File: src/rtl/stage_sequencer.sv
// N-stage instruction sequencer: enabled stages in ascending order, per-stage repeats (STAGE_SEQ_REPEAT_EN), TX command gating, imm16 prefetch.
// inst_done is combinational with the final op_done or an IDLE skip; hold only masks op_valid/tx_command_valid, never state.
module stage_sequencer #(
  parameter int NUM_STAGES  = 4,
  parameter int REPEAT_BITS = 3,
  localparam int SB = (NUM_STAGES > 1) ? $clog2(NUM_STAGES) : 1
) (
  input  logic                              i_clk,
  input  logic                              i_reset,
  input  logic                              i_inst_valid,
  output logic                              o_inst_done,
  input  logic                              i_skip,
  input  logic                              i_need_imm16,
  input  logic                              i_imm16_loaded,
  output logic                              o_load_imm16,
  input  logic [NUM_STAGES-1:0]             i_stage_en,
  input  logic [NUM_STAGES-1:0]             i_stage_cmd,
  input  logic [NUM_STAGES*REPEAT_BITS-1:0] i_stage_repeat,
  input  logic                              i_hold,
  output logic                              o_op_valid,
  input  logic                              i_op_done,
  output logic [SB-1:0]                     o_stage,
  output logic [REPEAT_BITS-1:0]            o_iteration,
  output logic                              o_last_pass,
  output logic                              o_tx_command_valid,
  input  logic                              i_tx_command_started,
  input  logic                              i_tx_data_next,
  output logic                              o_command_active
);

  localparam logic [1:0] S_IDLE = 2'd0;
  localparam logic [1:0] S_IMM  = 2'd1;
  localparam logic [1:0] S_RUN  = 2'd2;

  logic [1:0]             r_state;
  logic [SB-1:0]          r_stage;
  logic                   r_cmd_active;
  logic                   r_imm16_avail;
  logic [REPEAT_BITS-1:0] w_iteration;
  logic [REPEAT_BITS-1:0] w_cur_repeat;
  logic [SB-1:0]          w_lowest;
  logic [SB-1:0]          w_next_stage;
  logic                   w_next_exists;
  logic                   w_cur_cmd;
  logic                   w_run;
  logic                   w_stage_final;
  logic                   w_finish;
  logic                   w_idle_skip;
  logic                   w_imm_pending;
  logic                   w_tx_cmd_valid;

  // Scan downwards so the lowest matching index wins.
  always_comb begin
    w_lowest      = '0;
    w_next_stage  = '0;
    w_next_exists = 1'b0;
    w_cur_cmd     = 1'b0;
    w_cur_repeat  = '0;
    for (int k = NUM_STAGES - 1; k >= 0; k--) begin
      if (i_stage_en[k]) begin
        w_lowest = SB'(k);
      end
      if (i_stage_en[k] && (k > int'(r_stage))) begin
        w_next_stage  = SB'(k);
        w_next_exists = 1'b1;
      end
      if (SB'(k) == r_stage) begin
        w_cur_cmd    = i_stage_cmd[k];
        w_cur_repeat = i_stage_repeat[k*REPEAT_BITS +: REPEAT_BITS];
      end
    end
  end

  assign w_run          = (r_state == S_RUN);
  assign w_imm_pending  = i_need_imm16 && !r_imm16_avail;
  assign w_tx_cmd_valid = w_run && !i_hold && w_cur_cmd && !r_cmd_active;
  assign w_finish       = w_run && i_op_done && w_stage_final && !w_next_exists;
  assign w_idle_skip    = (r_state == S_IDLE) && i_inst_valid && !w_imm_pending &&
                          (i_skip || (i_stage_en == '0));

  assign o_inst_done        = !i_reset && (w_finish || w_idle_skip);
  assign o_load_imm16       = (r_state == S_IMM);
  assign o_tx_command_valid = w_tx_cmd_valid;
  assign o_op_valid         = w_run && !i_hold && (!w_cur_cmd || (r_cmd_active && i_tx_data_next));
  assign o_last_pass        = w_run && !w_next_exists && w_stage_final;
  assign o_stage            = r_stage;
  assign o_iteration        = w_iteration;
  assign o_command_active   = r_cmd_active;

`ifdef STAGE_SEQ_REPEAT_EN
  logic [REPEAT_BITS-1:0] r_iteration;

  assign w_stage_final = !(r_iteration < w_cur_repeat);
  assign w_iteration   = r_iteration;

  always_ff @(posedge i_clk) begin
    if (i_reset) begin
      r_iteration <= '0;
    end else if (!w_run) begin
      r_iteration <= '0;
    end else if (i_op_done) begin
      r_iteration <= w_stage_final ? '0 : r_iteration + REPEAT_BITS'(1);
    end
  end
`else
  logic w_unused_repeat;

  assign w_unused_repeat = ^w_cur_repeat;
  assign w_stage_final   = 1'b1;
  assign w_iteration     = '0;
`endif

  always_ff @(posedge i_clk) begin
    if (i_reset) begin
      r_state       <= S_IDLE;
      r_stage       <= '0;
      r_imm16_avail <= 1'b0;
    end else begin
      case (r_state)
        S_IDLE: begin
          if (i_inst_valid) begin
            if (w_imm_pending) begin
              r_state <= S_IMM;
            end else if (i_skip || (i_stage_en == '0)) begin
              r_imm16_avail <= 1'b0;
            end else begin
              r_state <= S_RUN;
              r_stage <= w_lowest;
            end
          end
        end
        S_IMM: begin
          if (i_imm16_loaded) begin
            r_imm16_avail <= 1'b1;
            r_state       <= S_IDLE;
          end
        end
        S_RUN: begin
          if (i_op_done && w_stage_final) begin
            if (w_next_exists) begin
              r_stage <= w_next_stage;
            end else begin
              r_state       <= S_IDLE;
              r_stage       <= '0;
              r_imm16_avail <= 1'b0;
            end
          end
        end
        default: r_state <= S_IDLE;
      endcase
    end
  end

  // op_done wins over a same-cycle command start.
  always_ff @(posedge i_clk) begin
    if (i_reset) begin
      r_cmd_active <= 1'b0;
    end else if (w_run && i_op_done) begin
      r_cmd_active <= 1'b0;
    end else if (i_tx_command_started && w_tx_cmd_valid) begin
      r_cmd_active <= 1'b1;
    end
  end

endmodule

File: config.mk
export PLATFORM = sky130hd
export DESIGN_NAME = stage_sequencer
export DESIGN_NICKNAME = d
export VERILOG_FILES = /design/src/rtl/stage_sequencer.sv
export SDC_FILE = /design/constraint.sdc
export NUM_CORES = 1
export LEC_CHECK = 0
export CORE_MARGIN = 4
export CORE_UTILIZATION = 30
export DETAILED_ROUTE_END_ITERATION = 7
export GPL_ROUTABILITY_DRIVEN = 0
export HOLD_SLACK_MARGIN = 0.12
export PLACE_DENSITY_LB_ADDON = 0.2
export SYNTH_ARGS = -nofsm -noshare
export SYNTH_HDL_FRONTEND = slang
export SYNTH_SLANG_ARGS = --single-unit
File: constraint.sdc
create_clock -name i_clk -period 3.4 [get_ports i_clk]
set_input_delay 0.34 -clock i_clk [delete_from_list [all_inputs] [get_ports i_clk]]
set_output_delay 0.34 -clock i_clk [all_outputs]
set_load 0.01 [all_outputs]
==> key figures, run 1 <==
Outcome
  • Outcome: completed

Drt
  • Final wirelength: 1666 µm
  • Vias per inst: ~5.1
  • Detailed-route via count: 660
  • DRC Markers: 0
  • Number of routed nets with antenna violations: 0
  • First-pass DRT Iterations: 4
  • Wirelength per Cell: 12.82 µm
  • Detailed Route Iter0 Violations: 11

Floorplan
  • Row count: 16
  • Initial core utilization: 32.60%
  • Die H: 55.11 µm
  • Chip width: between 50 and 60 µm
  • I/O pin count: 41
  • Die area: 3037 µm²
  • Core box area: 2042 µm²

Logic synthesis
  • Multiplexer share of the synthesized area: approximately a tenth
  • Synth Area per Inst: around 8.4 µm²
  • Post-Synth Simple-Gate Area: 24.81%
  • Syn. warnings: 0
  • Seq cells post-synth: 6
  • Mapped Cells: 79
  • Register area share after synthesis: about 18%
  • EDFF count, synth: 0
  • Asr flop ratio synth: 0%
  • Post-synthesis adder-cell area fraction: around 5.6%
  • Post-Synth XOR/XNOR Area: 0%
  • Yosys cell types: 36
  • Combinational family with the most area after synthesis: compound AO/OA/AOI/OAI gates
  • Cell Area, Synth: 665.6 µm²
  • Post-synthesis compound-gate area fraction: about a third
  • Top FF cell, synth: dfxtp_1

GRT
  • Grt ovf: 0
  • Tot GR Track Use: a little under an eighth
  • First-pass GRT wire length: between 2000 and 3000 µm
  • Initial antenna violation count: 0
  • Number of global-route vias before repair: between 600 and 700
  • Largest net degree at the start of global routing: 16

Timing
  • # setup viols final: 0
  • Final worst-path cycle share: 74.79%
  • Min Hold Slack: 0.4569 ns
  • Fmax achieved: 393.3 MHz
  • Setup_tns: 0 ns
  • Final Hold Vio Count: 0
  • Final WS setup: roughly 0.86 ns
  • Crit path time final: 2.543 ns
  • Unrepaired setup endpoints after global routing: false
  • Worst slew pin tran: 0.5366 ns
  • Worst slew margin: 64.22%
  • Slew Limit Fails: 0
  • Worst clock skew: roughly 0.0014 ns

Placement
  • Pre-CTS setup slack: just under 0.9 ns
  • Hpwl dp: 1369 µm
  • Placed insts: 127
  • IO buf count: 25

Hold path
  • Worst min path class: register to register

Setup path
  • CP most frequent cell: clkdlybuf4s50_1
  • Arr. time, crit path: 2.20 ns
  • Largest delay share family, worst path: buffers and inverters
  • CP Cell Sequence: clkdlybuf4s50_1 > nor2b_1 > o21ai_0 > o2111ai_1 > a21oi_1 > clkdlybuf4s50_1
  • Buf/Inv on CP: 2
  • Slowest stage cell, crit path: clkdlybuf4s50_1
  • Kind of critical path: primary input to output port
  • CP Capture Type: output port
  • WP data required: 3.06 ns
  • Crit Path Max Fanout: 6
  • Crit start category: primary input
  • Largest stage delay, worst path: 0.55 ns

Cells and area
  • Antenna Cells: 0
  • Share of layout cells above drive strength 1: 10.68%
  • Most frequent cells in the layout: clkdlybuf4s50_1, nand2_1, inv_1, dfxtp_1
  • Final #Nets: 138
  • Non-Filler Instances: 130
  • Fill cells: 212
  • Syn-to-layout area delta: 41.54%
  • Area of the multi-input gates: 493.0 µm²
  • Commonest non-fill, non-tap cell in the layout: clkdlybuf4s50_1
  • Sequential Area: 120.1 µm²

Clock tree
  • H-tree level count: 1
  • Setup bufs post-CTS: 0
  • Clock Sink Count: 6
  • CTS clock-pin slew for the worst setup and hold paths: 0.04 ns
  • Clk root buf: clkbuf_4
  • Post-cts gate resize count: 0
  • Number of buffers created by CTS: 3
  • Max clock buf depth: 2
  • Post-CTS Hold Buffers: 0
  • Worst skew pair latency: 0.24 ns
  • TritonCTS clock tree: yes

Power
  • PD cells: 445.3 nW/µm²
  • Static leakage: 0.3300 nW
  • Worst vdd ir: roughly 290 µV

Job
  • MaxCap Viol Count: 0
==> worst paths after layout <==
path / from / end / slack, ns / cells after the start
hold / removal: r_imm16_avail / r_imm16_avail / 0.46 / 2
hold reg to reg: r_imm16_avail / r_imm16_avail / 0.46 / 2
setup reg to reg: r_state[0] / r_state[1] / 1.60 / 6
setup / recovery: i_stage_en[1] / o_inst_done / 0.86 / 6
==> cells in the mapped netlist (2+ instances only) <==
cell | instances | area, µm²
dfxtp_1 | 6 | 120.1
nor3b_1 | 2 | 15.01
mux2i_1 | 4 | 40.04
buf_2 | 3 | 15.01
a21oi_1 | 5 | 25.02
nor2b_1 | 2 | 12.51
o2111ai_1 | 2 | 17.52
inv_1 | 6 | 22.52
a211oi_1 | 2 | 15.01
nand3_1 | 2 | 10.01
nor2_1 | 4 | 15.01
ha_1 | 3 | 37.54
o211ai_1 | 2 | 15.01
nand2_1 | 7 | 26.28
buf_4 | 3 | 22.52
a221oi_2 | 2 | 30.03
nand2b_1 | 5 | 31.28
==> per-stage QoR <==
stage	total power, mW	util, %	instance area, µm²
6_report	0.4196	46.14	942.2
5_1_grt	0.4560	46.14	942.2
4_1_cts	0.4232	46.14	942.2
3_5_place_dp	0.3576	45.04	919.6
3_3_place_gp	0.3548	45.04	919.6
2_1_floorplan	0.2799	-	673.1
==> power by group <==
part | internal [mW] | switching, mW | leakage (nW) | total [mW]
clock network | 0.0398 | 0.0235 | 0.0138 | 0.0633
logic | 0.124 | 0.127 | 0.267 | 0.251
registers | 0.0852 | 0.0204 | 0.0489 | 0.106
total | 0.248 | 0.171 | 0.330 | 0.420
==> worst register-to-register path: cells and delay by family, from the launching register on <==
| kind | cells | cell delay [ns] |
|---|---|---|
| flip-flops | 1 | 0.32 |
| adder cells (fa/ha/maj) | 1 | 0.50 |
| AO/OA/AOI/OAI | 3 | 0.64 |
| AND/OR/NAND/NOR | 1 | 0.18 |
| buffers and inverters | 1 | 0.08 |
==> cell type report <==
type | count | share of cell area [%]
Clock buffer | 3 | 2.390
Inverter | 6 | 2.390
Multi-Input combinational cell | 63 | 52.32
Sequential cell | 6 | 12.75
Tap cell | 27 | 3.586
Timing Repair Buffer | 25 | 26.56
==> per-layer routing <==
layer / share of wire, % / vias up / track usage (%) / wire length [µm]
met5: 0 / - / 0 / 0
met4: 0 / 0 / 3.644 / 0
met3: 4.2 / 0 / 1.877 / 70
met2: 48 / 12 / 18.50 / 793
met1: 48 / 305 / 16.72 / 802
li1: - / 343 / - / -
==> sequential cells by signal (all words and copies together), names as in the netlist <==
| name | flops |
|---|---|
| o_command_active | 1 |
| o_stage | 2 |
| r_imm16_avail | 1 |
| r_state | 2 |
==> logic make-up after synthesis <==
logic type | Yosys count
other cells | 1
flops | 6
mux | 5
compound gates | 25
simple gates | 27
buf+inv | 12
fa+ha+maj | 3
No activity file was read; power rests on OpenSTA's default activity.
==> run 2: changes to the inputs <==
==> constraint.sdc (replaced) <==
create_clock -name i_clk -period 2.38 [get_ports i_clk]
set_input_delay 0.238 -clock i_clk [delete_from_list [all_inputs] [get_ports i_clk]]
set_output_delay 0.238 -clock i_clk [all_outputs]
set_load 0.01 [all_outputs]
==> run 2 against run 1 <==
Against the previous run: final cell count is 4.6% higher; clock skew hardly changed; clock power is 37% higher; cell area is 4.8% higher; die area stayed put; hold slack worse by 0.0032 ns; power is 45% higher; sequential cell count stayed put.
==> key figures, run 2 (synthesis results as in run 1) <==
GRT
  • Grt ovf: 0 (unchanged)
  • Initial antenna violation count: 0 (unchanged)
  • Tot GR Track Use: 12.07% (+0.17 points)
  • Number of global-route vias before repair: 633 (+2.4%)
  • Largest net degree at the start of global routing: 10 (-6)
  • First-pass GRT wire length: 2663 µm (-0.78%)

Floorplan
  • Initial core utilization: 32.60% (unchanged)
  • I/O pin count: 41 (unchanged)
  • Die H: 55.11 µm (unchanged)
  • Die area: 3037 µm² (unchanged)
  • Chip width: 55.11 µm (unchanged)
  • Row count: 16 (unchanged)
  • Core box area: 2042 µm² (unchanged)

Timing
  • Slew Limit Fails: 0 (unchanged)
  • Worst clock skew: 0.001164 ns (-0.0002511 ns)
  • Setup_tns: 0 ns (unchanged)
  • Final Hold Vio Count: 0 (unchanged)
  • Crit path time final: 2.232 ns
  • Unrepaired setup endpoints after global routing: false
  • # setup viols final: 0 (unchanged)
  • Final worst-path cycle share: a little over nine tenths
  • Fmax achieved: 448.1 MHz
  • Final WS setup: 0.1482 ns (-0.7089 ns)

Cells and area
  • Share of layout cells above drive strength 1: 15.60% (+4.9 points)
  • Layout Utilization: 48.35% (+2.2 points)
  • Final #Nets: 144 (+4.3%)
  • Sequential Area: 120.1 µm² (unchanged)
  • Most frequent cells in the layout: clkdlybuf4s50_1, nand2_1, inv_1, dfxtp_1, buf_4
  • Syn-to-layout area delta: 48.31%
  • Fill cells: 224 (+5.7%)
  • Antenna Cells: 0 (unchanged)
  • Commonest non-fill, non-tap cell in the layout: clkdlybuf4s50_1
  • Area of the multi-input gates: 493.0 µm² (unchanged)

Drt
  • DRC Markers: 0 (unchanged)
  • First-pass DRT Iterations: 4 (unchanged)
  • Detailed Route Iter0 Violations: 7 (-4)
  • Number of routed nets with antenna violations: 0 (unchanged)
  • Final wirelength: 1727 µm (+3.7%)
  • Detailed-route via count: 693 (+5.0%)
  • Wirelength per Cell: 12.70 µm (-0.91%)
  • Vias per inst: 5.096 (+0.37%)

Clock tree
  • Worst skew pair latency: 0.23 ns (about the same)
  • Post-CTS Hold Buffers: 0 (unchanged)
  • H-tree level count: 1 (unchanged)
  • Number of buffers created by CTS: 3 (unchanged)
  • Max clock buf depth: 2 (unchanged)
  • TritonCTS clock tree: yes
  • Clock Sink Count: 6 (unchanged)
  • CTS clock-pin slew for the worst setup and hold paths: 0.04 ns (about the same)
  • Clk root buf: clkbuf_4
  • Post-cts gate resize count: 0 (unchanged)
  • Setup bufs post-CTS: 0 (unchanged)

Setup path
  • Buf/Inv on CP: 3 (+1)
  • Slowest stage cell, crit path: clkdlybuf4s50_1
  • Kind of critical path: primary input to output port
  • Arr. time, crit path: 1.99 ns (-0.21 ns)
  • Crit start category: primary input
  • Largest stage delay, worst path: 0.55 ns (about the same)
  • CP Cell Sequence: clkdlybuf4s50_1 > buf_4 > nor4_4 > o2111ai_1 > a21oi_1 > clkdlybuf4s50_1
  • Largest delay share family, worst path: buffers and inverters
  • WP data required: 2.14 ns (-0.92 ns)
  • CP Capture Type: output port
  • Crit Path Max Fanout: 5 (-1)
  • CP most frequent cell: clkdlybuf4s50_1

Hold path
  • Worst min path class: register to register

Placement
  • Hpwl dp: 1471 µm (+7.5%)
  • Pre-CTS setup slack: 0.1306 ns (-0.7453 ns)
  • IO buf count: 25 (unchanged)

Power
  • PD cells: 617.3 nW/µm² (+39%)
  • Worst vdd ir: 409.2 µV (+43%)
  • Total Power: 0.6094 mW (+45%)
  • Static leakage: 0.3609 nW (+9.3%)

Job
  • MaxCap Viol Count: 0 (unchanged)

Outcome
  • Outcome: completed
## run 2: cell types whose count changed in the layout (fill, tap and decap cells not counted)
| cell | previous run | this run |
|---|---|---|
| buf_4 | 0 | 6 |
## run 2: path summary, 6_finish.rpt
kind | start | endpoint | slack [ns] | depth (start not counted)
hold / removal | r_imm16_avail | r_imm16_avail | 0.45 | 2
setup / recovery | i_stage_en[1] | o_inst_done | 0.15 | 6
setup reg to reg | r_state[0] | o_stage[0] | 0.66 | 7
hold reg to reg | r_imm16_avail | r_imm16_avail | 0.45 | 2
## run 2: worst min-delay path, delay by kind of cell (launching register included)
| family | cells | cell delay, ns |
|---|---|---|
| flip-flops | 1 | 0.30 |
| multiplexers | 1 | 0.06 |
| AND/OR/NAND/NOR | 1 | 0.05 |
## run 2: final cells by class
cell class	count	area share (%)
clock buffers	3	2.281
flip-flops and latches	6	12.17
inverters	6	2.281
well taps	27	3.422
repair buffers	31	29.91
multi-input cells	63	49.94
## run 2: metrics by stage
step                cell area (µm²)  std cells  hold slack [ns]
floorplan                     673.1         81           0.3042
global placement              964.7        133           0.4438
detailed placement            964.7        133           0.4501
CTS                           987.2        136           0.4555
global route                  987.2        136           0.4972
finish                        987.2        136           0.4537
## run 2: routing by layer
| metal | share of wire, % | vias up | global-route usage (%) |
|---|---|---|---|
| met5 | 0 | - | 0 |
| met4 | 0.69 | 0 | 5.263 |
| met3 | 4.0 | 2 | 1.072 |
| met2 | 49 | 16 | 19.49 |
| met1 | 46 | 323 | 16.24 |
| li1 | - | 352 | - |
## run 2: report_power, final
group          switching (mW)  total, mW  internal [mW]
logic                   0.188      0.376          0.188
registers              0.0256      0.147          0.122
clock network          0.0300     0.0866         0.0566
